$ cat config.mk
export PLATFORM = sky130hd
export DESIGN_NAME = led_bank
export DESIGN_NICKNAME = d
export VERILOG_FILES = /design/src/rtl/peripheral_pkg.sv /design/src/rtl/led_pwm_cmp.sv /design/src/rtl/led_bank.sv
export SDC_FILE = /design/constraint.sdc
export NUM_CORES = 1
export LEC_CHECK = 0
export BUFFER_PORTS_ARGS = -buffer_cell sky130_fd_sc_hd__buf_4
export CORE_MARGIN = 4
export CORE_UTILIZATION = 40
export DETAILED_ROUTE_END_ITERATION = 12
export GPL_ROUTABILITY_DRIVEN = 0
export GPL_TIMING_DRIVEN = 0
export HOLD_SLACK_MARGIN = 0.15
export PLACE_DENSITY_LB_ADDON = 0.2
export REMOVE_ABC_BUFFERS = 1
export SLEW_MARGIN = 20
export SYNTH_ARGS = -nofsm -noshare
export SYNTH_HDL_FRONTEND = slang
export SYNTH_HIERARCHICAL = 1
export SYNTH_SLANG_ARGS = --single-unit
$ cat constraint.sdc
create_clock -name clk -period 5.5 [get_ports clk]
set_input_delay 0.825 -clock clk [delete_from_list [all_inputs] [get_ports clk]]
set_output_delay 0.825 -clock clk [all_outputs]
set_load 0.02 [all_outputs]
$ cat src/rtl/peripheral_pkg.sv
// Shared definitions for the simple read/write bus peripherals: register offsets,
// register decode and the bus response convention.
package peripheral_pkg;

    localparam logic [7:0] LED_OUT_OFS    = 8'h00;
    localparam logic [7:0] LED_MODE_OFS   = 8'h04;
    localparam logic [7:0] LED_PERIOD_OFS = 8'h08;
    localparam logic [7:0] LED_STATUS_OFS = 8'h0C;
    localparam logic [7:0] LED_DUTY_BASE  = 8'h40;

    typedef enum logic [2:0] {
        RegNone,
        RegOut,
        RegMode,
        RegPeriod,
        RegStatus,
        RegDuty
    } led_reg_e;

    // A peripheral acknowledges every strobe in the same cycle.
    function automatic logic bus_response(input logic rd, input logic wr);
        return rd | wr;
    endfunction

    function automatic led_reg_e led_decode(input logic [7:0] ofs, input int unsigned num_leds);
        led_reg_e sel;
        sel = RegNone;
        case (ofs)
            LED_OUT_OFS:    sel = RegOut;
            LED_MODE_OFS:   sel = RegMode;
            LED_PERIOD_OFS: sel = RegPeriod;
            LED_STATUS_OFS: sel = RegStatus;
            default: begin
                if (ofs >= LED_DUTY_BASE && ofs[1:0] == 2'b00 &&
                    ((32'(ofs) - 32'(LED_DUTY_BASE)) >> 2) < num_leds) begin
                    sel = RegDuty;
                end
            end
        endcase
        return sel;
    endfunction

endpackage

$ cat src/rtl/led_pwm_cmp.sv
// Per-channel PWM comparator: on while the shared counter is below the duty value,
// with an all-ones duty forcing the channel permanently on.
module led_pwm_cmp #(
    parameter int unsigned DUTY_W = 8
) (
    input  logic [DUTY_W-1:0] pwm_cnt,
    input  logic [DUTY_W-1:0] duty,
    output logic              pwm_on
);

    assign pwm_on = (&duty) | (pwm_cnt < duty);

endmodule

$ cat src/rtl/led_bank.sv
// Memory-mapped bank of NUM_LEDS LED channels with static, blink and PWM control.
// Define LED_BANK_PWM_EN to build the per-channel DUTY registers and PWM counter.
module led_bank
    import peripheral_pkg::*;
#(
    parameter int unsigned NUM_LEDS   = 8,
    parameter int unsigned DUTY_W     = 8,
    parameter int unsigned BLINK_W    = 24,
    parameter bit          ACTIVE_LOW = 1'b1
) (
    input  logic                clk,
    input  logic                rst_n,
    input  logic                read,
    input  logic                write,
    input  logic [31:0]         address,
    input  logic [31:0]         write_data,
    output logic [31:0]         read_data,
    output logic                response,
    output logic [NUM_LEDS-1:0] leds
);

    led_reg_e            reg_sel;
    logic [5:0]          duty_idx;
    logic                wr_out, wr_mode, wr_period;
    logic [NUM_LEDS-1:0] out_q, mode_q, pwm_on, on, leds_q;
    logic [BLINK_W-1:0]  period_q, blink_cnt_q;
    logic                phase_q;
    logic [DUTY_W-1:0]   pwm_cnt;
    logic                unused;

    assign reg_sel   = led_decode(address[7:0], NUM_LEDS);
    assign duty_idx  = address[7:2] - 6'd16;
    assign wr_out    = write && (reg_sel == RegOut);
    assign wr_mode   = write && (reg_sel == RegMode);
    assign wr_period = write && (reg_sel == RegPeriod);
    assign response  = bus_response(read, write);
    assign unused    = ^{address[31:8], write_data};

    always_ff @(posedge clk or negedge rst_n) begin
        if (!rst_n) begin
            out_q    <= '0;
            mode_q   <= '0;
            period_q <= '0;
        end else begin
            if (wr_out)    out_q    <= write_data[NUM_LEDS-1:0];
            if (wr_mode)   mode_q   <= write_data[NUM_LEDS-1:0];
            if (wr_period) period_q <= write_data[BLINK_W-1:0];
        end
    end

    // A PERIOD write restarts the blink cycle in the on phase.
    always_ff @(posedge clk or negedge rst_n) begin
        if (!rst_n) begin
            blink_cnt_q <= '0;
            phase_q     <= 1'b1;
        end else if (wr_period || period_q == '0) begin
            blink_cnt_q <= '0;
            phase_q     <= 1'b1;
        end else if (blink_cnt_q == period_q - BLINK_W'(1)) begin
            blink_cnt_q <= '0;
            phase_q     <= ~phase_q;
        end else begin
            blink_cnt_q <= blink_cnt_q + BLINK_W'(1);
        end
    end

`ifdef LED_BANK_PWM_EN
    logic [DUTY_W-1:0] pwm_cnt_q;
    logic [DUTY_W-1:0] duty_q [NUM_LEDS];

    always_ff @(posedge clk or negedge rst_n) begin
        if (!rst_n) begin
            pwm_cnt_q <= '0;
            for (int i = 0; i < NUM_LEDS; i++) duty_q[i] <= '1;
        end else begin
            pwm_cnt_q <= pwm_cnt_q + DUTY_W'(1);
            if (write && reg_sel == RegDuty) begin
                for (int i = 0; i < NUM_LEDS; i++) begin
                    if (duty_idx == 6'(i)) duty_q[i] <= write_data[DUTY_W-1:0];
                end
            end
        end
    end

    assign pwm_cnt = pwm_cnt_q;
`else
    assign pwm_cnt = '0;
`endif

    for (genvar g = 0; g < NUM_LEDS; g++) begin : g_ch
        // Without PWM the duty input is constant all-ones, so pwm_on folds to 1.
        led_pwm_cmp #(
            .DUTY_W (DUTY_W)
        ) u_cmp (
            .pwm_cnt (pwm_cnt),
`ifdef LED_BANK_PWM_EN
            .duty    (duty_q[g]),
`else
            .duty    ({DUTY_W{1'b1}}),
`endif
            .pwm_on  (pwm_on[g])
        );
    end

    assign on = out_q & (~mode_q | {NUM_LEDS{phase_q}}) & pwm_on;

    always_ff @(posedge clk or negedge rst_n) begin
        if (!rst_n) begin
            leds_q <= {NUM_LEDS{ACTIVE_LOW}};
        end else begin
            leds_q <= on ^ {NUM_LEDS{ACTIVE_LOW}};
        end
    end

    assign leds = leds_q;

    always_comb begin
        read_data = '0;
        if (read) begin
            case (reg_sel)
                RegOut:    read_data[NUM_LEDS-1:0] = out_q;
                RegMode:   read_data[NUM_LEDS-1:0] = mode_q;
                RegPeriod: read_data[BLINK_W-1:0]  = period_q;
                RegStatus: read_data[0]            = phase_q;
                RegDuty: begin
`ifdef LED_BANK_PWM_EN
                    for (int i = 0; i < NUM_LEDS; i++) begin
                        if (duty_idx == 6'(i)) read_data[DUTY_W-1:0] = duty_q[i];
                    end
`endif
                end
                default:   read_data = '0;
            endcase
        end
    end

endmodule
# ---- Word level (Yosys, flattened, before mapping)
# Cells that the tools add are included.
dict set report classes {
  muxes 10
  order_cmp 2
  bitwise_logic 6
  eq_ne 8
  reduce_logical 10
  n_addsub 3
}
# cell count
set op_table {}
lappend op_table {{two-way mux 24 bit} 3}
lappend op_table {{less-than comparator 30 x 4 -> 1 bit, second input constant} 1}
lappend op_table {{adder 24 x 1 -> 24 bit, second input constant} 1}
lappend op_table {{== test 24 bit} 1}
lappend op_table {{logical NOT 24 bit} 1}
lappend op_table {{subtractor 24 x 1 -> 24 bit, second input constant} 1}
lappend op_table {{case mux 7 bit (3 select lines)} 1}
lappend op_table {{== test 8 x 4 -> 1 bit, second input constant} 2}
lappend op_table {{two-way mux 16 bit} 1}
lappend op_table {{NOT 8 bit} 2}
lappend op_table {{case mux 3 bit (4 select lines)} 1}
lappend op_table {{subtractor 8 x 7 -> 9 bit, second input constant} 1}
lappend op_table {{AND 8 bit} 1}
lappend op_table {{== test 8 x 3 -> 1 bit, second input constant} 1}
lappend op_table {{>= comparator 8 x 7 -> 1 bit, second input constant} 1}
lappend op_table {{logical NOT 8 bit} 1}
lappend op_table {{OR 8 bit} 1}
lappend op_table {{== test 3 x 2 -> 1 bit, second input constant} 2}
lappend op_table {{logical AND 1 bit} 5}
lappend op_table {{case mux 1 bit (4 select lines)} 1}
lappend op_table {{== test 3 x 1 -> 1 bit, second input constant} 1}
lappend op_table {{== test 3 bit, second input constant} 1}
lappend op_table {{two-way mux 3 bit} 1}
lappend op_table {{logical NOT 2 bit} 1}
lappend op_table {{5 further kinds} 6}
dict set report word_totals {
  elab_cells 45
  input_bits 68
  reg_bits 73
  out_inout_bits 41
}

# ---- Logic depth before layout (Yosys ltp)
# Gate-level depths: netlist of run 1.
dict set report depth {
  word_depth 9
  mapped_depth 10
  depth_no_buf 9
}

# ---- Modules after synthesis
# The synthesis of run 1 kept the hierarchy.
# mod area_each_um2 instances cells_per_inst
set by_module_without_submodules {}
lappend by_module_without_submodules {led_bank 4491.8 1 446}
lappend by_module_without_submodules {led_pwm_cmp 196.4 8 25}

# ---- Least setup slack after synthesis of run 1
# OpenSTA, ideal clock, no wires.
dict set report synth_timing {
  path_kind {input-to-output}
  startpoint {input port address[7]}
  endpoint {output port read_data[0]}
  t_arrival_ps 2524
  cell_stages 4
  n_path_buf 0
  slack_ps 2151
  path_cell_list {or4_1 nor3_1 nand2_1 a311oi_1}
}
dict set report synth_via {
  elab_chain_len 8
  elab_cells_between_ends 17
}
# element line
set synth_rtl {}
lappend synth_rtl {{start, declared} led_bank.sv:15} ;# input logic [31:0] address,
lappend synth_rtl {{subtractor 8 x 7 -> 9 bit / >= comparator 8 x 7 -> 1 bit (equally long branches)} {peripheral_pkg.sv:35, peripheral_pkg.sv:34}}
lappend synth_rtl {{less-than comparator 30 x 4 -> 1 bit / logical AND 1 bit (equally long branches)} {peripheral_pkg.sv:35, peripheral_pkg.sv:34}}
lappend synth_rtl {{logical AND 1 bit} peripheral_pkg.sv:34} ;# if (ofs >= LED_DUTY_BASE && ofs[1:0] == 2'b00 &&
lappend synth_rtl {{two-way mux 3 bit} peripheral_pkg.sv:34}
lappend synth_rtl {{case mux 3 bit (4 select lines) *} peripheral_pkg.sv:28} ;# case (ofs)
lappend synth_rtl {{== test 3 bit, or another cell as far along} led_bank.sv:120} ;# case (reg_sel)
lappend synth_rtl {{case mux 1 bit (4 select lines) *} led_bank.sv:120}
lappend synth_rtl {{two-way mux 24 bit *} led_bank.sv:119} ;# if (read) begin
lappend synth_rtl {{end, declared} led_bank.sv:17} ;# output logic [31:0] read_data,
# Every way passes the cells marked *; elsewhere a longest branch is shown, timed or not.

# ---- Final worst setup path of run 1
# Same ends and word-level chain as after synthesis.

==> reports/qor.txt, run 1 <==
POWER
-----------------------------------------------------------------------------------------
Lkg Pwr                                                                           4.75 nW
Fraction of power spent switching nets                                              32.1%
Total power after layout                                                          1.59 mW
Clk pwr share                                                                       34.3%
Power share of the combinational group                                              27.3%
Power per cell area                                                            205 nW/µm²
Internal power consumption                                                        1.08 mW
Sequential Power Share                                                              38.4%
Sw power                                                                         0.509 mW
IR Drop Worst-Case VDD                                                         0.000104 V

SYNTH
-----------------------------------------------------------------------------------------
Proportion of synthesized area in mux cells                                         8.58%
Combinational family with the most area after synthesis                      simple AND/OR/NAND/NOR gates
Count of flip-flops with a built-in enable after synthesis                              0
Sequential-to-total area share from yosys stat                                      30.3%
Most instantiated flip-flop cell in the synthesis netlist                    sky130_fd_sc_hd__dfrtp_1
Number of instances in the synthesized netlist                                        646
Post-synthesis cell area                                                         6060 µm²
Number of different library cells in the post-synthesis netlist                        62
Area share of fa/ha/maj cells after synthesis                                       12.0%
Count of synthesis-stage warnings from yosys                                            6
Xor and xnor fraction of the mapped netlist area                                    7.47%
Post-synthesis compound-gate area fraction                                          13.4%
FF+latch count, synth                                                                  73
Mean post-synth cell area                                                        9.39 µm²
Simple-gate share of the synthesized area                                           21.1%
Proportion of register bits with asynchronous set or reset after synthesis           100%

CLOCK TREE
-----------------------------------------------------------------------------------------
Hold Buf Count CTS                                                                      0
Cts repair resizes                                                                      0
H-tree level count                                                                      3
Clk slew on worst S/H paths                                                       0.05 ns
Clock buffers created by TritonCTS                                                      9
Clock Path Buffers                                                                      2
TritonCTS clock tree                                                                built
Sinks on the clock net                                                                 73
Buffers inserted during post-CTS setup optimization                                     0
Insertion delay to the later sink of the worst-skew pair                          0.35 ns
Library cell used as clock root buffer                                       sky130_fd_sc_hd__clkbuf_16

WORST SETUP PATH
-----------------------------------------------------------------------------------------
Worst reg-to-reg path cell count                                                        9
Termination of the worst setup path                                          read_data[0]
Setup crit start                                                               address[7]
Slack of the worst reg-to-reg path                                                1.81 ns
Most used cell along the critical path                                       sky130_fd_sc_hd__buf_4
Crit Path Category                                                           input pin to primary output
Startpoint of the worst register-to-register path                             period_q[0]
CP peak stage delay                                                               0.67 ns
Worst Setup Start Kind                                                          input pin
Stages on the worst setup path                                                          6
WP data required                                                                  4.68 ns
Worst path top cell family by delay                                          simple AND/OR/NAND/NOR gates
Maximum net fanout on the critical path                                                 8
Arrival time worst endpoint                                                       3.18 ns
Setup crit end kind                                                          primary output
Worst reg2reg path endpoint                                                  blink_cnt_q[10]
Cell chain of the critical path                                              buf_4, or4_1, nor3_1, nand2_1, a311oi_1, buf_4
Crit path max-delay cell type                                                sky130_fd_sc_hd__nor3_1
Bufs and invs on worst path                                                             2

WORST HOLD PATH
-----------------------------------------------------------------------------------------
WHS Path Cells                                                                          1
Hold path startpoint                                                             out_q[7]
Path type of the worst min-delay path                                        flop to flop

DETAILED ROUTING
-----------------------------------------------------------------------------------------
Length of the first detailed-routing pass in iterations                                 4
Post-route antenna net violation count                                                  0
Number of design rule violations left after detail routing                              0
Post-DR vias/cell                                                                    4.61
Final routed wirelength across all metal layers                                  13200 µm
Routed length per instance                                                        12.1 µm
Count of routing violations after the opening detailed-route iteration                269
Total vias in the final route                                                        5014

GLOBAL ROUTING
-----------------------------------------------------------------------------------------
Pin count of the biggest net entering global routing                                   74
Initial antenna violation count                                                         0
First-pass GRT wire length                                                       22900 µm
Via count of the first global-routing pass                                           4780
GRT overflow                                                                            0
GRT Total Usage                                                                     16.0%

FINISH
-----------------------------------------------------------------------------------------
Number of standard cells in the final layout excluding fillers                       1087
Layout overhead on the synthesized area                                             27.4%
Share of layout cells above drive strength 1                                        19.0%
Multi-input logic area                                                           4570 µm²
Number of diodes added for antenna fixing                                               0
Number of nets in the finished design                                                1024
Layout filler cell count                                                             1416
Area occupied by registers                                                       1840 µm²

STA
-----------------------------------------------------------------------------------------
Time the worst path needs with I/O delays and setup                               4.00 ns
Maximum operating frequency                                                       250 MHz
Actual slew at the worst max-slew pin                                            0.963 ns
Setup TNS                                                                            0 ns
Skew final                                                                     0.00903 ns
Fin Hold WS                                                                      0.464 ns
Final worst setup slack                                                           1.50 ns
Worst relative slew slack                                                           35.8%
RSZ-0062 raised after global routing                                                false
Final count of hold timing violations                                                   0
# setup viols final                                                                     0
Fin crit share                                                                      72.8%
Final Slew Violations                                                                   0

STATUS
-----------------------------------------------------------------------------------------
Result of the run                                                            complete, no violations

DIE
-----------------------------------------------------------------------------------------
Y dimension of the die                                                             131 µm
Die X-Extent                                                                       131 µm
Boundary pin count                                                                    109
Std-Cell Core Area                                                              14700 µm²
Number of placement rows                                                               44
Initial Utilization                                                                 41.2%
Full die area                                                                   17200 µm²

PLACEMENT
-----------------------------------------------------------------------------------------
Place WS                                                                          1.55 ns
Number of cells in the design after placement                                        1071
Dpl hpwl                                                                         10400 µm
I/O Buffers                                                                            68

RUN
-----------------------------------------------------------------------------------------
Max-cap violation count                                                                 0

-- power groups by stage --
stage / combinational, mW / clock (mW) / sequential [mW]
3_5_place_dp: 0.417 / 0 / 0.618
6_report: 0.433 / 0.544 / 0.609
5_1_grt: 0.500 / 0.578 / 0.615
2_1_floorplan: 0.309 / 0 / 0.608
4_1_cts: 0.419 / 0.557 / 0.609
3_3_place_gp: 0.396 / 0 / 0.617
-- cell families (layout without fill, tap and decap cells) --
kind of cell,Yosys count,in the layout
muxes,47,47
xor gates and xnor gates,50,50
AOI/OAI and AO/OA,104,104
other,2,200
buffers and inverters,99,158
adders and majority gates,58,58
DFF,73,73
and+or+nand+nor,213,213
-- Yosys cell counts (all sizes together) (2+ instances only) --
cell	n	area [µm²]
nand4	24	150
clkbuf	16	60.1
o21a	8	60.1
buf	13	101
o2111ai	8	70.1
and3	8	50.1
a211oi	11	82.6
or3	7	48.8
a21oi	11	55.1
and2	18	113
dfrtp	64	1600
nor3b	2	15.0
o211ai	11	82.6
inv	70	263
a2111oi	9	129
or4	10	82.6
nor2b	4	25.0
nor4	9	71.3
xnor2	24	210
dfstp	9	236
nand2b	11	68.8
nand2	25	93.8
mux2i	7	70.1
a31oi	2	12.5
nand3b	3	22.5
o21ai	14	70.1
nand3	19	95.1
ha	58	726
or2	2	12.5
a21o	8	60.1
nor3	33	250
nand4b	2	17.5
xor2	25	219
mux2	40	450
o22a	8	70.1
nor2	31	116
conb	2	7.51
o31ai	4	30.0
-- metal layers --
layer | global-route usage, % | share of wire [%] | vias up
li1 | - | - | 2643
met1 | 21.5 | 48 | 2272
met2 | 26.0 | 46 | 81
met3 | 2.98 | 4.0 | 18
met4 | 5.48 | 1.9 | 0
met5 | 0 | 0 | -
-- layout by cell type (no fill, tap or decap), types with 11 or more instances in the layout --
cell type,instances
sky130_fd_sc_hd__nor2_1,31
sky130_fd_sc_hd__xnor2_1,24
sky130_fd_sc_hd__mux2_2,40
sky130_fd_sc_hd__nor3_2,18
sky130_fd_sc_hd__dfrtp_1,64
sky130_fd_sc_hd__inv_1,70
sky130_fd_sc_hd__conb_1,200
sky130_fd_sc_hd__buf_4,70
sky130_fd_sc_hd__o211ai_1,11
sky130_fd_sc_hd__a211oi_1,11
sky130_fd_sc_hd__and2_1,18
sky130_fd_sc_hd__a21oi_1,11
sky130_fd_sc_hd__nand4_1,24
sky130_fd_sc_hd__nor3_1,15
sky130_fd_sc_hd__xor2_1,25
sky130_fd_sc_hd__ha_1,58
sky130_fd_sc_hd__nand3_1,18
sky130_fd_sc_hd__nand2_1,25
sky130_fd_sc_hd__nand2b_1,11
-- metrics by stage --
step	util (%)	instance area (µm²)
floorplan	-	6650
global placement	50.2	7390
detailed placement	50.7	7450
CTS	52.5	7720
global route	52.5	7720
finish	52.5	7720
-- how the worst min path moves through the flow --
stage | end | slack (ns)
final | leds[7] | 0.46
after CTS | leds[7] | 0.47
after floorplan | leds[0] | 0.42
after global routing | leds[6] | 0.49
after global placement | leds[7] | 0.46
after detailed placement | leds[5] | 0.46
-- state kept, by name, indices dropped and copies added, names as in the netlist --
name / count
leds: 8
period_q: 24
out_q: 8
blink_cnt_q: 24
mode_q: 8
phase_q: 1
-- final cells by class --
cell class / count / area share, %
multi-input cells: 672 / 59.2
inverters: 70 / 3.40
clock inverters: 5 / 0.421
repair buffers: 72 / 7.10
well taps: 184 / 2.98
flip-flops and latches: 73 / 23.8
clock buffers: 11 / 3.14
(Power assumes the default switching activity.)
==> run 2: changes to the inputs <==
Settings changed: ABC_AREA set to 1.
Clock period 5.5 ns to 4 ns, I/O delays scaled along.
==> reports/qor.txt, run 2 <==
DIE
-----------------------------------------------------------------------------------------
Full die area                                                                   18600 µm²
Std-Cell Core Area                                                              16000 µm²
Die X-Extent                                                                       136 µm
Initial Utilization                                                                 41.2%
Y dimension of the die                                                             136 µm
Boundary pin count                                                                    109
Number of placement rows                                                               46

POWER
-----------------------------------------------------------------------------------------
Power per cell area                                                            289 nW/µm²
Total power after layout                                                          2.34 mW
IR Drop Worst-Case VDD                                                         0.000214 V
Lkg Pwr                                                                           5.08 nW

CLOCK TREE
-----------------------------------------------------------------------------------------
Cts repair resizes                                                                      0
Clk slew on worst S/H paths                                                       0.06 ns
H-tree level count                                                                      3
Insertion delay to the later sink of the worst-skew pair                          0.34 ns
Sinks on the clock net                                                                 73
Buffers inserted during post-CTS setup optimization                                     0
Library cell used as clock root buffer                                       sky130_fd_sc_hd__clkbuf_16
Hold Buf Count CTS                                                                      0
Clock Path Buffers                                                                      2
Clock buffers created by TritonCTS                                                      9
TritonCTS clock tree                                                                built

STA
-----------------------------------------------------------------------------------------
Maximum operating frequency                                                       339 MHz
Actual slew at the worst max-slew pin                                            0.943 ns
Skew final                                                                     0.00566 ns
# setup viols final                                                                     0
Final count of hold timing violations                                                   0
Time the worst path needs with I/O delays and setup                               2.95 ns
Fin crit share                                                                      73.7%
RSZ-0062 raised after global routing                                                false
Setup TNS                                                                            0 ns
Worst relative slew slack                                                           37.1%
Final Slew Violations                                                                   0

WORST SETUP PATH
-----------------------------------------------------------------------------------------
Worst reg-to-reg path cell count                                                       13
WP data required                                                                  3.40 ns
Worst reg2reg path endpoint                                                  blink_cnt_q[1]
Setup crit end kind                                                          primary output
Maximum net fanout on the critical path                                                 7
Worst Setup Start Kind                                                          input pin
Arrival time worst endpoint                                                       2.35 ns
Termination of the worst setup path                                          read_data[0]
Startpoint of the worst register-to-register path                             period_q[0]
Slack of the worst reg-to-reg path                                                1.33 ns
Setup crit start                                                               address[1]
Crit Path Category                                                           input pin to primary output

DETAILED ROUTING
-----------------------------------------------------------------------------------------
Number of design rule violations left after detail routing                              0
Length of the first detailed-routing pass in iterations                                 5
Post-route antenna net violation count                                                  0
Final routed wirelength across all metal layers                                  14800 µm
Post-DR vias/cell                                                                    4.30
Count of routing violations after the opening detailed-route iteration                303
Routed length per instance                                                        10.7 µm
Total vias in the final route                                                        5972

SYNTH
-----------------------------------------------------------------------------------------
Sequential-to-total area share from yosys stat                                      27.9%
Most instantiated flip-flop cell in the synthesis netlist                    sky130_fd_sc_hd__dfrtp_1
Number of instances in the synthesized netlist                                        960
Most common cell in the netlist                                              sky130_fd_sc_hd__nand2_1
Cell types with the largest area share after synthesis                       sky130_fd_sc_hd__dfrtp_1, sky130_fd_sc_hd__nand2_1, sky130_fd_sc_hd__ha_1, sky130_fd_sc_hd__inv_1, sky130_fd_sc_hd__nor2_1
Proportion of register bits with asynchronous set or reset after synthesis           100%
Number of different library cells in the post-synthesis netlist                        40
Top cell types by occurrence after synthesis                                 sky130_fd_sc_hd__nand2_1, sky130_fd_sc_hd__inv_1, sky130_fd_sc_hd__nor2_1
Count of synthesis-stage warnings from yosys                                            6
Share of the synthesized area in the top cell type                                  24.3%
Mean post-synth cell area                                                        6.87 µm²
Count of flip-flops with a built-in enable after synthesis                              0
Area leader, netlist                                                         sky130_fd_sc_hd__dfrtp_1
Post-synthesis cell area                                                         6600 µm²
FF+latch count, synth                                                                  73

STATUS
-----------------------------------------------------------------------------------------
Result of the run                                                            complete, no violations

FINISH
-----------------------------------------------------------------------------------------
Share of layout cells above drive strength 1                                        13.5%
Layout overhead on the synthesized area                                             22.9%
Number of diodes added for antenna fixing                                               0
Leading cell types in the layout, fill and taps excluded                     sky130_fd_sc_hd__nand2_1, sky130_fd_sc_hd__inv_1, sky130_fd_sc_hd__conb_1
Most common cell after layout, fill and taps aside                           sky130_fd_sc_hd__nand2_1
Leading registers by flop count                                              blink_cnt_q: 24 flops, period_q: 24 flops
Layout filler cell count                                                             1680
Number of nets in the finished design                                                1295

GLOBAL ROUTING
-----------------------------------------------------------------------------------------
Pin count of the biggest net entering global routing                                   74
GRT overflow                                                                            0
Via count of the first global-routing pass                                           5518
First-pass GRT wire length                                                       25100 µm
GRT Total Usage                                                                     16.7%
Initial antenna violation count                                                         0

WORST HOLD PATH
-----------------------------------------------------------------------------------------
Path type of the worst min-delay path                                        input pin to asynchronous set/reset pin

PLACEMENT
-----------------------------------------------------------------------------------------
Dpl hpwl                                                                         11900 µm
I/O Buffers                                                                            68

RUN
-----------------------------------------------------------------------------------------
Max-cap violation count                                                                 0

==> run 2: cell types whose count changed after synthesis, sizes merged, moves of 11 or more <==
| cell | previous run | this run |
|---|---|---|
| a211oi | 11 | 0 |
| a21oi | 11 | 25 |
| and2 | 18 | 0 |
| inv | 70 | 170 |
| mux2 | 40 | 16 |
| nand2 | 25 | 301 |
| nand2b | 11 | 0 |
| nand3 | 19 | 45 |
| nand4 | 24 | 12 |
| nor2 | 31 | 112 |
| nor3 | 33 | 13 |
| o21ai | 14 | 34 |
| xnor2 | 24 | 12 |
==> run 2: worst min-delay path by stage <==
| stage | cells after the start | to | start | slack [ns] |
|---|---|---|---|---|
| 4_1_cts | 1 | period_q[19] | rst_n | 0.45 |
| 2_1_floorplan | 0 | blink_cnt_q[0] | rst_n | 0.30 |
| 3_3_place_gp | 1 | leds[2] | out_q[2] | 0.44 |
| 3_5_place_dp | 1 | leds[4] | out_q[4] | 0.44 |
| 5_1_grt | 1 | leds[4] | out_q[4] | 0.47 |
| 6_report | 1 | blink_cnt_q[21] | rst_n | 0.38 |
==> run 2: logic make-up after synthesis <==
| family | synth area share, % |
|---|---|
| AND/OR/NAND/NOR | 34.8 |
| buffers and inverters | 11.7 |
| XOR/XNOR | 5.23 |
| multiplexers | 2.73 |
| flip-flops | 27.9 |
| AO/OA/AOI/OAI | 6.56 |
| adder cells (fa/ha/maj) | 11.0 |
| other | 0.114 |
==> run 2: metrics by stage <==
stage / utilization [%] / setup slack [ns] / cell area, µm² / std cells / hold slack [ns]
detailed placement: 48.9 / 1.02 / 7820 / 1374 / 0.441
global route: 50.7 / 0.881 / 8110 / 1390 / 0.473
CTS: 50.7 / 1.02 / 8110 / 1390 / 0.449
floorplan: - / 1.09 / 7030 / 1089 / 0.304
finish: 50.7 / 1.05 / 8110 / 1390 / 0.376
global placement: 48.8 / 0.198 / 7810 / 1373 / 0.438
==> run 2: metal layers <==
metal  vias up  GRT usage (%)  share of wire (%)
met4         0           4.42                1.1
li1       3261              -                  -
met3        14           2.44                4.4
met1      2598           23.5                 49
met5         -              0                  0
met2        99           27.0                 45
==> run 2: final cells by class <==
| class | instances | area [µm²] | share of cell area, % |
|---|---|---|---|
| tap | 216 | 270 | 3.33 |
| timing repair buffer | 69 | 515 | 6.36 |
| inverter | 170 | 638 | 7.87 |
| clock buffer | 14 | 274 | 3.38 |
| multi-input combinational | 846 | 4560 | 56.2 |
| clock inverter | 2 | 12.5 | 0.154 |
| sequential | 73 | 1840 | 22.7 |
==> run 2: worst max-delay path, stage by stage <==
cell	delay [ns]
sky130_fd_sc_hd__buf_4	0.10
sky130_fd_sc_hd__or2_1	0.32
sky130_fd_sc_hd__nor4_1	0.48
sky130_fd_sc_hd__inv_1	0.28
sky130_fd_sc_hd__o21ai_0	0.21
sky130_fd_sc_hd__a221oi_1	0.07
sky130_fd_sc_hd__nor2_1	0.13
sky130_fd_sc_hd__buf_4	0.15
==> run 2: where the power goes <==
group          total (mW)  internal [mW]  switching, mW
combinational       0.734          0.266          0.468
clock               0.782          0.470          0.312
sequential          0.826          0.778         0.0481
